### config.mk
export PLATFORM = sky130hd
export DESIGN_NAME = pipelined_adder
export DESIGN_NICKNAME = d
export VERILOG_FILES = /design/src/rtl/pipelined_adder_pkg.sv /design/src/rtl/pipelined_adder_chunk.sv /design/src/rtl/pipelined_adder.sv
export SDC_FILE = /design/constraint.sdc
export NUM_CORES = 1
export LEC_CHECK = 0
export BUFFER_PORTS_ARGS = -buffer_cell sky130_fd_sc_hd__buf_2
export CAP_MARGIN = 0
export CORE_MARGIN = 4
export CORE_UTILIZATION = 50
export DETAILED_ROUTE_END_ITERATION = 8
export PLACE_DENSITY = 0.87
export SYNTH_ARGS = -nofsm -noshare
export SYNTH_HDL_FRONTEND = slang
export SYNTH_SLANG_ARGS = --single-unit
### constraint.sdc
create_clock -name clk -period 4.9 [get_ports clk]
set_input_delay 0.98 -clock clk [delete_from_list [all_inputs] [get_ports clk]]
set_output_delay 0.98 -clock clk [all_outputs]
set_load 0.05 [all_outputs]
### src/rtl/pipelined_adder_pkg.sv
// Shared definitions for the pipelined adder family.
//   - Default operand width and slice width.
//   - Helper that turns (width, slice width) into the number of pipeline stages,
//     which is also the latency in cycles from input transfer to valid result.
package pipelined_adder_pkg;

  localparam int ADDER_DEFAULT_WIDTH = 8;
  localparam int ADDER_DEFAULT_CHUNK = 4;

  // One register stage per slice, so the stage count is simply the slice count.
  function automatic int adderStages(input int width, input int chunk);
    return width / chunk;
  endfunction

endpackage

### src/rtl/pipelined_adder_chunk.sv
// adder_chunk: combinational CHUNK-bit ripple-carry full-adder slice.
// Ports:
//   a, b      in   CHUNK  operand bits of this slice
//   ci        in   1      carry into the slice LSB
//   s         out  CHUNK  slice sum
//   co        out  1      carry out of the slice MSB
//   c_msb_in  out  1      carry into the slice MSB (for signed overflow detection)
module adder_chunk
  import pipelined_adder_pkg::*;
#(
  parameter int CHUNK = ADDER_DEFAULT_CHUNK
) (
  input  logic [CHUNK-1:0] a,
  input  logic [CHUNK-1:0] b,
  input  logic             ci,
  output logic [CHUNK-1:0] s,
  output logic             co,
  output logic             c_msb_in
);

  logic [CHUNK:0] carry;

  // Plain ripple chain; carry[i] is the carry into bit i of the slice.
  always_comb begin
    carry    = '0;
    s        = '0;
    carry[0] = ci;
    for (int i = 0; i < CHUNK; i++) begin
      s[i]         = a[i] ^ b[i] ^ carry[i];
      carry[i + 1] = (a[i] & b[i]) | (carry[i] & (a[i] ^ b[i]));
    end
  end

  assign co       = carry[CHUNK];
  assign c_msb_in = carry[CHUNK-1];

endmodule

### src/rtl/pipelined_adder.sv
// pipelined_adder: carry-pipelined adder/subtractor with valid/ready flow control.
// The WIDTH-bit operation is split into CHUNK-bit slices; slice k works on bits
// [k*CHUNK +: CHUNK] one cycle after slice k-1, using the carry it registered.
// Latency is STAGES = WIDTH/CHUNK cycles, throughput one result per clock.
// Ports:
//   clk, rst_n            clock (rising edge), asynchronous active-low reset
//   in_valid / in_ready   input handshake
//   a, b, cin, sub        operands, carry-in (add only), 1 = a - b
//   out_valid / out_ready output handshake
//   sum, cout, ovf        result, carry-out (no-borrow in sub), signed overflow
module pipelined_adder
  import pipelined_adder_pkg::*;
#(
  parameter int WIDTH = ADDER_DEFAULT_WIDTH,
  parameter int CHUNK = ADDER_DEFAULT_CHUNK
) (
  input  logic             clk,
  input  logic             rst_n,
  input  logic             in_valid,
  output logic             in_ready,
  input  logic [WIDTH-1:0] a,
  input  logic [WIDTH-1:0] b,
  input  logic             cin,
  input  logic             sub,
  output logic             out_valid,
  input  logic             out_ready,
  output logic [WIDTH-1:0] sum,
  output logic             cout,
  output logic             ovf
);

  localparam int STAGES = adderStages(WIDTH, CHUNK);
  localparam int LAST   = STAGES - 1;

  if (CHUNK < 1 || (WIDTH % CHUNK) != 0) begin : gBadParams
    $error("pipelined_adder: WIDTH must be a positive multiple of CHUNK");
  end

  // Per-stage registers. Operand registers act as skew (upper chunks not yet
  // consumed); the sum register acts as deskew (lower chunks already finished).
  logic             valid_q [STAGES];
  logic             valid_d [STAGES];
  logic [WIDTH-1:0] a_q     [STAGES];
  logic [WIDTH-1:0] a_d     [STAGES];
  logic [WIDTH-1:0] b_q     [STAGES];
  logic [WIDTH-1:0] b_d     [STAGES];
  logic [WIDTH-1:0] sum_q   [STAGES];
  logic [WIDTH-1:0] sum_d   [STAGES];
  logic             carry_q [STAGES];
  logic             carry_d [STAGES];
  logic             cmsb_q  [STAGES];
  logic             cmsb_d  [STAGES];

  logic [WIDTH-1:0] op_a    [STAGES];
  logic [WIDTH-1:0] op_b    [STAGES];
  logic             op_c    [STAGES];
  logic [CHUNK-1:0] slice_s [STAGES];
  logic             slice_co   [STAGES];
  logic             slice_cmsb [STAGES];

  logic stall;

  // A result sitting at the output that nobody takes freezes the whole pipe.
  assign stall    = valid_q[LAST] & ~out_ready;
  assign in_ready = ~stall;

  // Slice inputs: stage 0 sees the raw operands (B inverted and carry forced
  // to 1 for subtraction), later stages see the previous stage's registers.
  always_comb begin
    for (int k = 0; k < STAGES; k++) begin
      op_a[k] = '0;
      op_b[k] = '0;
      op_c[k] = 1'b0;
    end
    op_a[0] = a;
    op_b[0] = sub ? ~b : b;
    op_c[0] = sub | cin;
    for (int k = 1; k < STAGES; k++) begin
      op_a[k] = a_q[k-1];
      op_b[k] = b_q[k-1];
      op_c[k] = carry_q[k-1];
    end
  end

  for (genvar k = 0; k < STAGES; k++) begin : gSlice
    adder_chunk #(
      .CHUNK(CHUNK)
    ) u_chunk (
      .a        (op_a[k][k*CHUNK +: CHUNK]),
      .b        (op_b[k][k*CHUNK +: CHUNK]),
      .ci       (op_c[k]),
      .s        (slice_s[k]),
      .co       (slice_co[k]),
      .c_msb_in (slice_cmsb[k])
    );
  end

  // Next-state: each stage inherits the previous stage's partial sum and
  // drops its own finished chunk into place.
  always_comb begin
    for (int k = 0; k < STAGES; k++) begin
      a_d[k]     = op_a[k];
      b_d[k]     = op_b[k];
      carry_d[k] = slice_co[k];
      cmsb_d[k]  = slice_cmsb[k];
      valid_d[k] = (k == 0) ? in_valid : 1'b0;
      sum_d[k]   = '0;
    end
    for (int k = 1; k < STAGES; k++) begin
      valid_d[k] = valid_q[k-1];
      sum_d[k]   = sum_q[k-1];
    end
    for (int k = 0; k < STAGES; k++) begin
      sum_d[k][k*CHUNK +: CHUNK] = slice_s[k];
    end
  end

  // Reset discards everything in flight; otherwise all stages advance
  // together unless the output is stalled.
  always_ff @(posedge clk or negedge rst_n) begin
    if (!rst_n) begin
      for (int k = 0; k < STAGES; k++) begin
        valid_q[k] <= 1'b0;
        a_q[k]     <= '0;
        b_q[k]     <= '0;
        sum_q[k]   <= '0;
        carry_q[k] <= 1'b0;
        cmsb_q[k]  <= 1'b0;
      end
    end else if (!stall) begin
      for (int k = 0; k < STAGES; k++) begin
        valid_q[k] <= valid_d[k];
        a_q[k]     <= a_d[k];
        b_q[k]     <= b_d[k];
        sum_q[k]   <= sum_d[k];
        carry_q[k] <= carry_d[k];
        cmsb_q[k]  <= cmsb_d[k];
      end
    end
  end

  // Signed overflow: carry into the MSB differs from carry out of it.
  assign out_valid = valid_q[LAST];
  assign sum       = sum_q[LAST];
  assign cout      = carry_q[LAST];
  assign ovf       = carry_q[LAST] ^ cmsb_q[LAST];

endmodule

==> impl_metrics.yaml, run 1 <==
run_status:
  outcome: "complete, no violations"
grt:
  grt_use_total: 0.136
  grt_pass1_wl_mm: 3.57
  grt_max_degree: 26
  grt_pass1_vias: 813
  antenna_found_initial: 0
  overflow: 0
worst_setup_path:
  rr_startpoint: "b_d[4]"
  crit_end: "in_ready"
  crit_start: "out_ready"
  crit_fanout: 15
  cp-start-kind: "primary input"
  crit_arrival_ps: 1950
  reg2reg_to: "sum[7]"
  required_ps: 3920
  reg2reg_depth: 7
  path_class: "primary input to output port"
  regToRegSetupSlack_ps: 2660
  crit_path_end_kind: "output port"
clock_tree:
  clock_latency_ps: 310
  root_buffer: "clkbuf_4"
  path_clk_slew_ps: 130
  cts_tree: "built"
  post-cts-setup-buffer-count: 0
  post_cts_resized: 0
  cts_made_buffers: 3
  cts.sinks: 25
  cts_hold_buf: 0
  cts_buffer_depth: 2
  cts_max_level: 1
sta:
  rsz0062_at_grt: "no"
  slew_violations: 0
  finalCritPeriodShare: 0.599
  hold_violations: 0
  fmax_mhz: 341
  fin_worst_skew_ps: 2.91
  setup_violations: 0
  worstMarginPinSlew_ps: 535
  fin_crit_ps: 2930
  slew_headroom: 0.643
  setup_tns_ps: 0
synthesis:
  synth.cell_area_mm2: 0.00124
  synth.yosys.seq_area_share: 0.506
  synth_nets: 118
  syn_avg_cell_area_um2: 14.1
  synth_cell_type_count: 17
  synth_seq_cells: 25
  syn_inst: 88
  synth_warnings: 0
pwr:
  leakagePower_nw: 0.701
  powerDensity_mw_per_mm2: 487
  ir_drop_v: 0.000280
drt:
  wl_per_cell_um: 13.6
  viasPerCell: 4.84
  first_iter_violations: 5
  drt_first_pass_iters: 2
  wirelength_mm: 2.04
  vias: 726
  drc: 0
  detail-route-antenna-nets: 0
run:
  drv_cap: 0
place:
  dp_hpwl_mm: 1.67
  gp_congestion: 0.754
  io_buffer_count: 33
  dp.cells: 146
worst_hold_path:
  hp-class: "flop to flop"
  hp-start: "valid_d[0]"
  min_path_cells: 1
die:
  dieHeight_um: 57.8
  rows: 17
  core_mm2: 0.00228
  dieArea_mm2: 0.00334
  io_pins: 34
  die_w_um: 57.8
  start_util: 0.544
final_layout:
  syn_to_final_growth_pct: 16.5
  finalNonFillerCells: 150
  diodes: 0
  final_layout_size_suffix_gt1_frac: 0.467
  finalNetCount: 153
critical path: stages:
cell and delay (ps):
buf_2 140, nor2b_4 320, inv_2 230, buf_2 270
flip-flops by register name (all words and copies together) (netlist names):
register / count
a_d: 4
carry_q: 1
valid_d: 1
out_valid: 1
cout: 1
sum: 8
cmsb_q: 1
b_d: 4
sum_d: 4
where the power goes:
group / internal, W / total, W / switching [W]
combinational: 0.000102 / 0.000318 / 0.000216
clock: 0.0000305 / 0.0000899 / 0.0000593
sequential: 0.000264 / 0.000294 / 0.0000300
logic make-up (layout without fill, tap and decap cells):
group           count (synthesis)  count (layout)  synth area share
simple gates                    7               7            0.0435
compound gates                  4               4            0.0162
buf+inv                        15              49            0.0556
xor+xnor                        9               9            0.0637
fa+ha+maj                       8               8             0.129
mux                            20              20             0.186
flops                          25              25             0.506
worst min-delay path by stage:
stage                     slack (ps)        end
after floorplan                  430  out_valid
final                            480  out_valid
after CTS                        480  out_valid
after global placement           440  out_valid
after detailed placement         450  out_valid
after global routing             520  out_valid
layout by cell type (no fill, tap or decap):
cell type and count:
buf_2 33, dfrtp_1 25, mux2_2 16, inv_1 11
fa_1 8, xor2_1 5, xnor2_1 4, nor3b_1 4
a21oi_1 4, clkbuf_4 3, mux2_4 2, mux2i_1 2
nor2b_4 1, inv_2 1, nor2_1 1, nand2b_1 1
clkinv_2 1
routing by layer:
metal	share of wire	routed length [µm]	track usage
met1	0.44	900	0.181
met2	0.50	1020	0.227
met5	0	0	0
met4	0.0069	14	0.0397
met3	0.052	105	0.0223
synthesized netlist by cell type:
| cell type | number | share of area |
|---|---|---|
| dfrtp_1 | 25 | 0.51 |
| a21oi_1 | 4 | 0.016 |
| xor2_1 | 5 | 0.035 |
| inv_2 | 1 | 0.0030 |
| mux2_2 | 16 | 0.15 |
| nor2b_4 | 1 | 0.011 |
| buf_6 | 1 | 0.0091 |
| nand2b_1 | 1 | 0.0051 |
| fa_1 | 8 | 0.13 |
| xnor2_1 | 4 | 0.028 |
| mux2_4 | 2 | 0.024 |
| nor2_1 | 1 | 0.0030 |
| nor3b_1 | 4 | 0.024 |
| buf_4 | 1 | 0.0061 |
| inv_1 | 11 | 0.033 |
| mux2i_1 | 2 | 0.016 |
| buf_2 | 1 | 0.0040 |
cell type report:
type	instances	area, µm²
inverters	12	45.0
clock buffers	3	22.5
fillers	173	835
repair buffers	33	165
clock inverters	1	5.00
flip-flops and latches	25	626
multi-input cells	48	543
well taps	28	35.0
stage by stage:
step                      instance area [µm²]  utilization  power (W)  hold WS [ps]  setup slack, ps
final                                    1440        0.633   0.000702           477             1970
after global routing                     1440        0.633   0.000748           515             1900
after CTS                                1440        0.633   0.000709           484             1960
after detailed placement                 1410        0.621   0.000622           453             1650
after global placement                   1410        0.621   0.000612           442             1710
after floorplan                          1240            -   0.000543           428             1770
Note: power is estimated with default switching activity, not from simulation.
==> inputs of run 2 (changes only) <==
==> constraint.sdc (replaced) <==
create_clock -name clk -period 3.05 [get_ports clk]
set_input_delay 0.61 -clock clk [delete_from_list [all_inputs] [get_ports clk]]
set_output_delay 0.61 -clock clk [all_outputs]
set_load 0.05 [all_outputs]
==> impl_metrics.yaml, run 2 (same netlist as run 1, synthesis figures left out) <==
run_status:
  outcome: "complete, no violations"
drt:
  wl_per_cell_um: 14.2
  drt_first_pass_iters: 4
  viasPerCell: 4.90
  detail-route-antenna-nets: 0
  wirelength_mm: 2.15
  drc: 0
  first_iter_violations: 10
  vias: 740
final_layout:
  diodes: 0
  final_layout_size_suffix_gt1_frac: 0.463
  largest_register_ffs: 8
  syn_to_final_growth_pct: 17.0
  finalNonFillerCells: 151
  final_cell_mix: "33 x buf_2, 25 x dfrtp_1, 16 x mux2_2"
  final_common_cell: "buf_2"
  finalNetCount: 154
die:
  dieHeight_um: 57.8
  start_util: 0.544
  io_pins: 34
  die_w_um: 57.8
  rows: 17
  dieArea_mm2: 0.00334
  core_mm2: 0.00228
clock_tree:
  post-cts-setup-buffer-count: 0
  path_clk_slew_ps: 120
  cts_hold_buf: 0
  cts_made_buffers: 3
  cts_tree: "built"
  post_cts_resized: 0
  cts.sinks: 25
  cts_buffer_depth: 2
  clock_latency_ps: 310
  root_buffer: "clkbuf_4"
  cts_max_level: 1
worst_setup_path:
  crit_arrival_ps: 2760
  regToRegSetupSlack_ps: 800
  path_class: "primary input to flop"
  crit_path_end_kind: "flop"
  required_ps: 3260
  cp-start-kind: "primary input"
  crit_fanout: 6
sta:
  rsz0062_at_grt: "no"
  hold_slack_ps: 256
  hold_violations: 0
  fin_worst_skew_ps: 1.98
  slew_violations: 0
  setup_violations: 0
  setup_slack_ps: 503
  fin_crit_ps: 2550
  setup_tns_ps: 0
  worstMarginPinSlew_ps: 535
  finalCritPeriodShare: 0.835
  fmax_mhz: 393
  slew_headroom: 0.643
place:
  dp.cells: 147
  place_ws_ps: 135
  gp_congestion: 0.745
  io_buffer_count: 33
grt:
  grt_max_degree: 26
  antenna_found_initial: 0
  grt_pass1_wl_mm: 3.81
  overflow: 0
  grt_use_total: 0.153
  grt_pass1_vias: 839
worst_hold_path:
  hp-class: "primary input to async pin"
pwr:
  leakagePower_nw: 0.703
  ir_drop_v: 0.000684
  powerDensity_mw_per_mm2: 781
run:
  drv_cap: 0
[run 2: worst max-delay path: stages]
cell,delay (ps)
buf_2,150
xnor2_1,160
fa_1,400
inv_1,80
fa_1,180
inv_1,60
fa_1,350
inv_1,70
fa_1,410
mux2_2,280
[run 2: final cells by class]
class                   count  area [µm²]
multi-input cells          48         543
fillers                   169         828
inverters                  12        45.0
clock buffers               4        26.3
flip-flops and latches     25         626
well taps                  28        35.0
repair buffers             34         173
[run 2: where the power goes]
part | internal (W) | switching, W | leakage, nW
logic | 0.000167 | 0.000349 | 0.400
registers | 0.000424 | 0.0000494 | 0.288
clock network | 0.0000512 | 0.0000891 | 0.0150
[run 2: path summary, 6_finish.rpt]
path | startpoint | to | depth (start not counted)
max in group asynchronous | rst_n | a_d[7] | 1
setup / recovery | sub | sum_d[3] | 10
hold / removal | rst_n | sum_d[1] | 1
setup reg to reg | a_d[4] | sum[7] | 7
hold reg to reg | valid_d[0] | out_valid | 1
min in group clk | valid_d[0] | out_valid | 1
[run 2: metrics by stage]
stage / util / area [µm²] / total power, W
after global placement: 0.625 / 1420 / 0.000984
after global routing: 0.636 / 1450 / 0.00122
after CTS: 0.636 / 1450 / 0.00115
after detailed placement: 0.625 / 1420 / 0.00101
final: 0.636 / 1450 / 0.00113
after floorplan: - / 1240 / 0.000872
[run 2: metal layers]
metal  wire length (µm)  vias to the layer above  GRT usage
met1                845                      367      0.180
met5                  0                        -          0
met3                 87                        5     0.0223
met2               1160                       20      0.268
li1                   -                      348          -
met4                 54                        0     0.0795
==> inputs of run 3 (changes only) <==
==> constraint.sdc (replaced) <==
create_clock -name clk -period 2.4 [get_ports clk]
set_input_delay 0.48 -clock clk [delete_from_list [all_inputs] [get_ports clk]]
set_output_delay 0.48 -clock clk [all_outputs]
set_load 0.05 [all_outputs]
==> impl_metrics.yaml, run 3 (same netlist as run 1, synthesis figures left out) <==
drt:
  wirelength_mm: 2.29
  route.met2.wl_mm: 1.26
  wl_per_cell_um: 15.0
  first_iter_violations: 6
  vias: 763
  wl_met3_um: 123
  top_layer: "met4"
  viasPerCell: 4.99
  drc: 0
  drt_first_pass_iters: 4
  detail-route-antenna-nets: 0
  met1_length_um: 848
sta:
  worstMarginPinSlew_ps: 540
  fmax_mhz: 429
  finalCritPeriodShare: 0.971
  hold_violations: 0
  setup_slack_ps: 70.1
  slew_violations: 0
  hold_slack_ps: 124
  rsz0062_at_grt: "no"
  setup_violations: 0
  slew_headroom: 0.640
  fin_crit_ps: 2330
  fin_worst_skew_ps: 1.27
final_layout:
  finalNetCount: 156
  fill_cells: 177
  final_cell_mix: "33 x buf_2, 25 x dfrtp_1, 16 x mux2_2"
  largest_register_ffs: 8
  final_layout_size_suffix_gt1_frac: 0.488
  final-seq-area_um2: 626
  fin_util: 0.647
  multi_input_area_um2: 553
  syn_to_final_growth_pct: 19.0
  diodes: 0
  final_common_cell: "buf_2"
grt:
  grt_max_degree: 26
  grt_use_total: 0.170
  grt_pass1_wl_mm: 4.28
  antenna_found_initial: 0
  grt_pass1_vias: 944
  overflow: 0
clock_tree:
  cts_hold_buf: 0
  post-cts-setup-buffer-count: 0
  cts.sinks: 25
  root_buffer: "clkbuf_4"
  cts_max_level: 1
  path_clk_slew_ps: 120
  cts_tree: "built"
  cts_made_buffers: 3
  cts_buffer_depth: 2
  post_cts_resized: 0
  clock_latency_ps: 310
worst_setup_path:
  cp-start-kind: "primary input"
  required_ps: 2610
  crit_arrival_ps: 2540
  path_class: "primary input to flop"
  worstPathCellList: "buf_2 > xnor2_2 > fa_2 > inv_1 > fa_1 > inv_1 > fa_1 > inv_1 > fa_1 > mux2_2"
  cpMaxStageDelayCell: "fa_1"
  crit_path_end_kind: "flop"
  crit_fanout: 4
  critPathMaxStageDelay_ps: 420
place:
  io_buffer_count: 33
  place_ws_ps: -287
  dp_hpwl_mm: 1.86
  gp_congestion: 0.679
die:
  rows: 17
  dieArea_mm2: 0.00334
  core_mm2: 0.00228
  start_util: 0.544
  dieHeight_um: 57.8
  io_pins: 34
  die_w_um: 57.8
pwr:
  leakagePower_nw: 0.717
  ir_drop_v: 0.000694
  powerDensity_mw_per_mm2: 989
run_status:
  outcome: "complete, no violations"
worst_hold_path:
  hp-class: "primary input to async pin"
run:
  drv_cap: 0
==> run 3: cell types whose count changed in the layout (fill, tap and decap cells not counted), sizes merged <==
| cell | change |
|---|---|
| buf | +2 |
==> run 3: where the power goes <==
group | switching, W | internal (W)
Sequential | 0.0000658 | 0.000539
Combinational | 0.000451 | 0.000216
Clock | 0.000119 | 0.0000651
Total | 0.000636 | 0.000821
==> run 3: cell type report <==
class / instances / share of cell area
Inverter: 12 / 0.0306
Clock buffer: 4 / 0.0178
Multi-Input combinational cell: 48 / 0.376
Sequential cell: 25 / 0.425
Timing Repair Buffer: 36 / 0.127
Tap cell: 28 / 0.0238
==> run 3: worst max-delay path, delay by kind of cell <==
| kind | cells | cell delay [ps] |
|---|---|---|
| xor+xnor | 1 | 150 |
| buf+inv | 4 | 330 |
| mux | 1 | 280 |
| fa+ha+maj | 4 | 1290 |
==> run 3: metal layers <==
metal	global-route usage	up-vias
li1	-	354
met1	0.197	380
met2	0.298	22
met3	0.0356	7
met4	0.0795	0
met5	0	-
==> run 3: path summary, 6_finish.rpt <==
path                        endpoint  slack [ps]  cells past startpoint       start
min reg2reg                out_valid         480                      1  valid_d[0]
max reg2reg                   sum[7]         160                      7      a_d[4]
min in group clk              a_d[4]         380                      2        a[4]
min                           a_d[5]         120                      1       rst_n
max in group asynchronous     sum[4]        1920                      1       rst_n
max                         sum_d[3]          70                     10         sub
==> run 3: stage by stage <==
step / setup TNS [ps] / power [W] / cells / instance area (µm²)
5_1_grt: 0 / 0.00156 / 153 / 1470
3_5_place_dp: -371 / 0.00129 / 149 / 1450
3_3_place_gp: -173 / 0.00125 / 149 / 1450
4_1_cts: 0 / 0.00148 / 153 / 1470
2_1_floorplan: -114 / 0.00111 / 88 / 1250
6_report: 0 / 0.00146 / 153 / 1470
